File: config.mk
export PLATFORM = sky130hd
export DESIGN_NAME = uart_cmd_framer
export DESIGN_NICKNAME = d
export VERILOG_FILES = /design/src/rtl/uart_cmd_framer.sv
export SDC_FILE = /design/constraint.sdc
export NUM_CORES = 1
export LEC_CHECK = 0
export CORE_MARGIN = 2
export CORE_UTILIZATION = 33
export DETAILED_ROUTE_END_ITERATION = 10
export DONT_BUFFER_PORTS = 1
export GPL_TIMING_DRIVEN = 0
export PLACE_DENSITY_LB_ADDON = 0.2
export SYNTH_ARGS = -nofsm -noshare
export SYNTH_HDL_FRONTEND = slang
export SYNTH_SLANG_ARGS = --single-unit
export TNS_END_PERCENT = 10
File: constraint.sdc
create_clock -name i_clk -period 7.17 [get_ports i_clk]
set_clock_uncertainty 0.1 [all_clocks]
set_input_delay 1.0755 -clock i_clk [delete_from_list [all_inputs] [get_ports i_clk]]
set_output_delay 1.0755 -clock i_clk [all_outputs]
set_load 0.02 [all_outputs]
File: src/rtl/uart_cmd_framer.sv
// Turns UART receiver byte strobes into 9-byte checksummed command frames
// (SYNC OP A0 A1 D0 D1 D2 D3 CHK) and presents them on a valid/ready port.
//
// state  | meaning
// S_SYNC | hunting for the sync byte
// S_OP   | waiting for opcode byte
// S_A0   | waiting for address low byte
// S_A1   | waiting for address high byte
// S_D0   | waiting for data byte 0 (LSB)
// S_D1   | waiting for data byte 1
// S_D2   | waiting for data byte 2
// S_D3   | waiting for data byte 3 (MSB)
// S_CHK  | waiting for checksum byte
// S_HOLD | command presented, waiting for handshake
module uart_cmd_framer #(
   parameter int          TIMEOUT_CLKS = 256,
   parameter logic [7:0]  SYNC_BYTE    = 8'hA5
) (
   input  logic        i_clk,
   input  logic        i_rst,
   input  logic [7:0]  i_rx_data,
   input  logic        i_rx_data_valid,
   output logic        o_cmd_valid,
   input  logic        i_cmd_ready,
   output logic [7:0]  o_cmd_op,
   output logic [15:0] o_cmd_addr,
   output logic [31:0] o_cmd_data,
   output logic        o_err_checksum,
   output logic        o_err_timeout,
   output logic        o_err_overrun,
   output logic        o_busy
);

   localparam int              CNT_W    = $clog2(TIMEOUT_CLKS);
   localparam logic [CNT_W-1:0] CNT_LAST = CNT_W'(TIMEOUT_CLKS - 1);

   typedef enum logic [3:0] {
      S_SYNC, S_OP, S_A0, S_A1, S_D0, S_D1, S_D2, S_D3, S_CHK, S_HOLD
   } state_t;

   state_t           state, state_nxt;
   logic [7:0]       sum, sum_nxt, sum_byte;
   logic [CNT_W-1:0] cnt, cnt_nxt;
   logic [7:0]       op_nxt;
   logic [15:0]      addr_nxt;
   logic [31:0]      data_nxt;
   logic             err_cs_nxt, err_to_nxt, err_ov_nxt;
   logic             is_sync;

   assign sum_byte = sum + i_rx_data;
   assign is_sync  = i_rx_data_valid && (i_rx_data == SYNC_BYTE);

   always_comb begin
      state_nxt  = state;
      sum_nxt    = sum;
      cnt_nxt    = cnt;
      op_nxt     = o_cmd_op;
      addr_nxt   = o_cmd_addr;
      data_nxt   = o_cmd_data;
      err_cs_nxt = 1'b0;
      err_to_nxt = 1'b0;
      err_ov_nxt = 1'b0;
      unique case (state)
         S_SYNC: begin
            if (is_sync) begin
               state_nxt = S_OP;
               sum_nxt   = '0;
               cnt_nxt   = '0;
            end
         end
         S_HOLD: begin
            // the handshake cycle doubles as an S_SYNC cycle for incoming bytes
            if (o_cmd_valid && i_cmd_ready) begin
               state_nxt = S_SYNC;
               if (is_sync) begin
                  state_nxt = S_OP;
                  sum_nxt   = '0;
                  cnt_nxt   = '0;
               end
            end else if (i_rx_data_valid) begin
               err_ov_nxt = 1'b1;
            end
         end
         default: begin
            if (i_rx_data_valid) begin
               cnt_nxt = '0;
               sum_nxt = sum_byte;
               case (state)
                  S_OP: begin op_nxt = i_rx_data;             state_nxt = S_A0; end
                  S_A0: begin addr_nxt[7:0]   = i_rx_data;    state_nxt = S_A1; end
                  S_A1: begin addr_nxt[15:8]  = i_rx_data;    state_nxt = S_D0; end
                  S_D0: begin data_nxt[7:0]   = i_rx_data;    state_nxt = S_D1; end
                  S_D1: begin data_nxt[15:8]  = i_rx_data;    state_nxt = S_D2; end
                  S_D2: begin data_nxt[23:16] = i_rx_data;    state_nxt = S_D3; end
                  S_D3: begin data_nxt[31:24] = i_rx_data;    state_nxt = S_CHK; end
                  S_CHK: begin
                     if (sum_byte == 8'd0) begin
                        state_nxt = S_HOLD;
                     end else begin
                        err_cs_nxt = 1'b1;
                        state_nxt  = S_SYNC;
                     end
                  end
                  default: state_nxt = S_SYNC;
               endcase
            end else if (cnt == CNT_LAST) begin
               err_to_nxt = 1'b1;
               state_nxt  = S_SYNC;
               cnt_nxt    = '0;
            end else begin
               cnt_nxt = cnt + 1'b1;
            end
         end
      endcase
   end

   always_ff @(posedge i_clk) begin
      if (i_rst) begin
         state          <= S_SYNC;
         sum            <= '0;
         cnt            <= '0;
         o_cmd_op       <= '0;
         o_cmd_addr     <= '0;
         o_cmd_data     <= '0;
         o_cmd_valid    <= 1'b0;
         o_err_checksum <= 1'b0;
         o_err_timeout  <= 1'b0;
         o_err_overrun  <= 1'b0;
         o_busy         <= 1'b0;
      end else begin
         state          <= state_nxt;
         sum            <= sum_nxt;
         cnt            <= cnt_nxt;
         o_cmd_op       <= op_nxt;
         o_cmd_addr     <= addr_nxt;
         o_cmd_data     <= data_nxt;
         o_cmd_valid    <= (state_nxt == S_HOLD);
         o_err_checksum <= err_cs_nxt;
         o_err_timeout  <= err_to_nxt;
         o_err_overrun  <= err_ov_nxt;
         o_busy         <= (state_nxt != S_SYNC);
      end
   end

endmodule

==> results.yml <==
clocking:
  cts_sinks: 81
  cts_resized: 0
  post_cts.repair.setup_buffers: 0
  cts_hold_buf: 0
  h-tree-depth: 3
  cts_tree: "built"
  clock-root-buffer: "clkbuf_8"
  cts_buffers: 9
  clk_pin_slew_ps: 80
  clkLatencyLatePin_ps: 360
  cts.path.max_buffers: 2
layout:
  fin_cells: 539
  fin_area_um2: 3989
  nFillCells: 1133
  drive_gt1_share_pct: 9.774
  syn2layout_area_growth_pct: 10.24
  num_antenna_cells: 0
  layout.nets: 416
  post-route-util_pct: 37.12
sta:
  slew_violations: 0
  setup_tns_ps: 0
  setup_violations: 0
  layout_setup_ws_ps: 4270
  maxSlewHeadroom_pct: 52.38
  tightest_slew_ps: 714.3
  hold_viol_final: 0
  whs_ps: 379.2
  rsz0062_at_grt: "no"
  min_period_ps: 2900
  fmax_mhz: 344.8
  period_share_pct: 40.45
detailed_routing:
  ant_nets: 0
  routedWlPerCell_um: 17.43
  vias: 2803
  routed_via_density: 5.200
  drtPass1Iterations: 4
  drt_iter0_markers: 141
  drt-total-wl_um: 9395
  drc: 0
power_and_ir_drop:
  seqPwrFrac_pct: 55.0
  combPwrFrac_pct: 3.8
  p_int_uw: 636.0
  p_clk_share_pct: 41.2
  irDropWorstVdd_mv: 0.1010
  power.leakage_nw: 1.535
  p_per_area_nw_per_um2: 205.1
  p_sw_uw: 182.1
  swShare_pct: 22.26
  fin_total_pwr_uw: 818.1
global_routing:
  grt_pass1_wl_um: 15020
  grt_pass1_vias: 2771
  grt_max_degree: 13
  track_usage_pct: 16.82
  grt_antenna_before_repair: 0
  grt-ovfl-total: 0
worst_setup_path:
  crit_type: "input port to flip-flop"
  critical-path-max-stage-delay_ps: 430
  critPathCaptureType: "flip-flop"
  critPathLaunchType: "input port"
  cp_data_required_time_ps: 7340
  critPathSlowestCell: "fa_1"
  cp.arrival_ps: 3070
  cp_max_fo: 9
  cp_cell_sequence: "ha_1, fa_1, a211oi_2, o21bai_1, a221oi_2, o2111ai_2, a41oi_1"
synth:
  synth.area.top_cells: "dfxtp_1 (45%), mux2i_1 (13%), nor2_1 (6.3%)"
  syn_avg_cell_area_um2: 9.423
  synth_nets: 405
  synthDistinctLibCells: 62
  yosysWarnings: 0
  netlist_instances: 384
  synth_area_leader_cell: "dfxtp_1"
  ys_seq_elements: 81
  yosys-top-cells-count: "dfxtp_1 (81), nor2_1 (61), mux2i_1 (48), a21oi_1 (21), nand2_1 (21)"
  ys_seq_area_share_pct: 44.81
  synth_flop_cell: "dfxtp_1"
  async_flop_share_pct: 0
  synth_top_area_share_pct: 44.81
  synth_edf_count: 0
  synth.most_common_cell: "dfxtp_1"
  syn_area_um2: 3618
placed_design:
  io_buffers: 0
  place_ws_ps: 3867
  globalplace.congestion: 0.8034
  placed_area_um2: 3794
  placed_cells: 524
  place_hpwl_um: 6630
die:
  start_util_pct: 33.67
  die_h_um: 108.7
  fp.dieW_um: 108.7
  pin_count: 73
  rows: 38
  core_um2: 10750
  die-area_um2: 11820
run_status:
  outcome: "finished, final reports clean"
min_path:
  hold_class: "flip-flop to flip-flop"
run:
  cap_violations: 0
area by class of cell:
class                   count  area (um^2)  area share [%]
inverters                   3        11.26          0.2823
well taps                 140        175.2           4.391
flip-flops and latches     81         1622           40.65
plain buffers              24        102.6           2.572
multi-input cells         276         1883           47.21
clock inverters             3        40.04           1.004
clock buffers              12        155.1           3.890
worst paths after layout:
path | startpoint | end | slack (ps) | cells after the start
max | i_rx_data[0] | o_busy$_SDFF_PP0_ | 4270 | 7
max reg2reg | sum[0]$_SDFFE_PP0P_ | o_busy$_SDFF_PP0_ | 4670 | 7
min reg2reg | sum[7]$_SDFFE_PP0P_ | sum[7]$_SDFFE_PP0P_ | 380 | 1
min | sum[7]$_SDFFE_PP0P_ | sum[7]$_SDFFE_PP0P_ | 380 | 1
critical path, delay by kind of cell:
kind | cells | cell delay [ps]
AO/OA/AOI/OAI | 5 | 1330
adder cells (fa/ha/maj) | 2 | 650
power by group through the flow:
stage          Clock (mW)  Sequential, mW  Combinational (mW)
5_1_grt             0.365           0.450              0.0344
6_report            0.337           0.450              0.0313
3_3_place_gp            0           0.460              0.0311
4_1_cts             0.348           0.449              0.0314
2_1_floorplan           0           0.460              0.0226
3_5_place_dp            0           0.460              0.0313
placed cells by master (no fill, tap or decap), types with 2 or more instances in the layout:
| cell | count |
|---|---|
| ha_1 | 8 |
| buf_2 | 7 |
| nand2b_1 | 2 |
| o21ai_0 | 7 |
| o21bai_1 | 3 |
| o21ai_1 | 4 |
| nor2_2 | 2 |
| nand3b_1 | 5 |
| o22ai_1 | 2 |
| and2_1 | 2 |
| a211oi_2 | 4 |
| inv_1 | 3 |
| xor2_1 | 2 |
| clkbuf_8 | 11 |
| a22o_1 | 4 |
| nor2b_1 | 2 |
| and3_1 | 3 |
| mux2i_1 | 48 |
| a21oi_1 | 21 |
| nand4_1 | 4 |
| nor3b_1 | 6 |
| a32o_1 | 2 |
| clkbuf_1 | 17 |
| nand2_1 | 21 |
| a41oi_1 | 2 |
| o21a_1 | 3 |
| nor4_1 | 4 |
| clkinv_2 | 2 |
| nor3_1 | 8 |
| nor2_1 | 61 |
| dfxtp_1 | 81 |
| or3_1 | 3 |
| nand3_1 | 13 |
sequential cells by signal, indices dropped and copies added (netlist names):
signal / flops
o_err_overrun: 1
cnt: 8
o_err_timeout: 1
o_cmd_valid: 1
o_err_checksum: 1
o_busy: 1
o_cmd_data: 32
o_cmd_addr: 16
sum: 8
state: 4
o_cmd_op: 8
layer usage:
layer / vias to the layer above / global-route usage (%) / routed length (um)
li1: 1404 / - / -
met1: 1319 / 21.30 / 4149
met2: 69 / 26.25 / 4362
met3: 11 / 5.320 / 692
met4: 0 / 7.418 / 190
met5: - / 0 / 0
logic make-up after synthesis:
kind of cell,share of synthesized area [%]
AND/OR/NAND/NOR,19.78
flip-flops,44.81
AO/OA/AOI/OAI,14.94
multiplexers,13.28
buffers and inverters,3.147
adder cells (fa/ha/maj),3.320
XOR/XNOR,0.7263
Note: power is estimated with default switching activity, not from simulation.
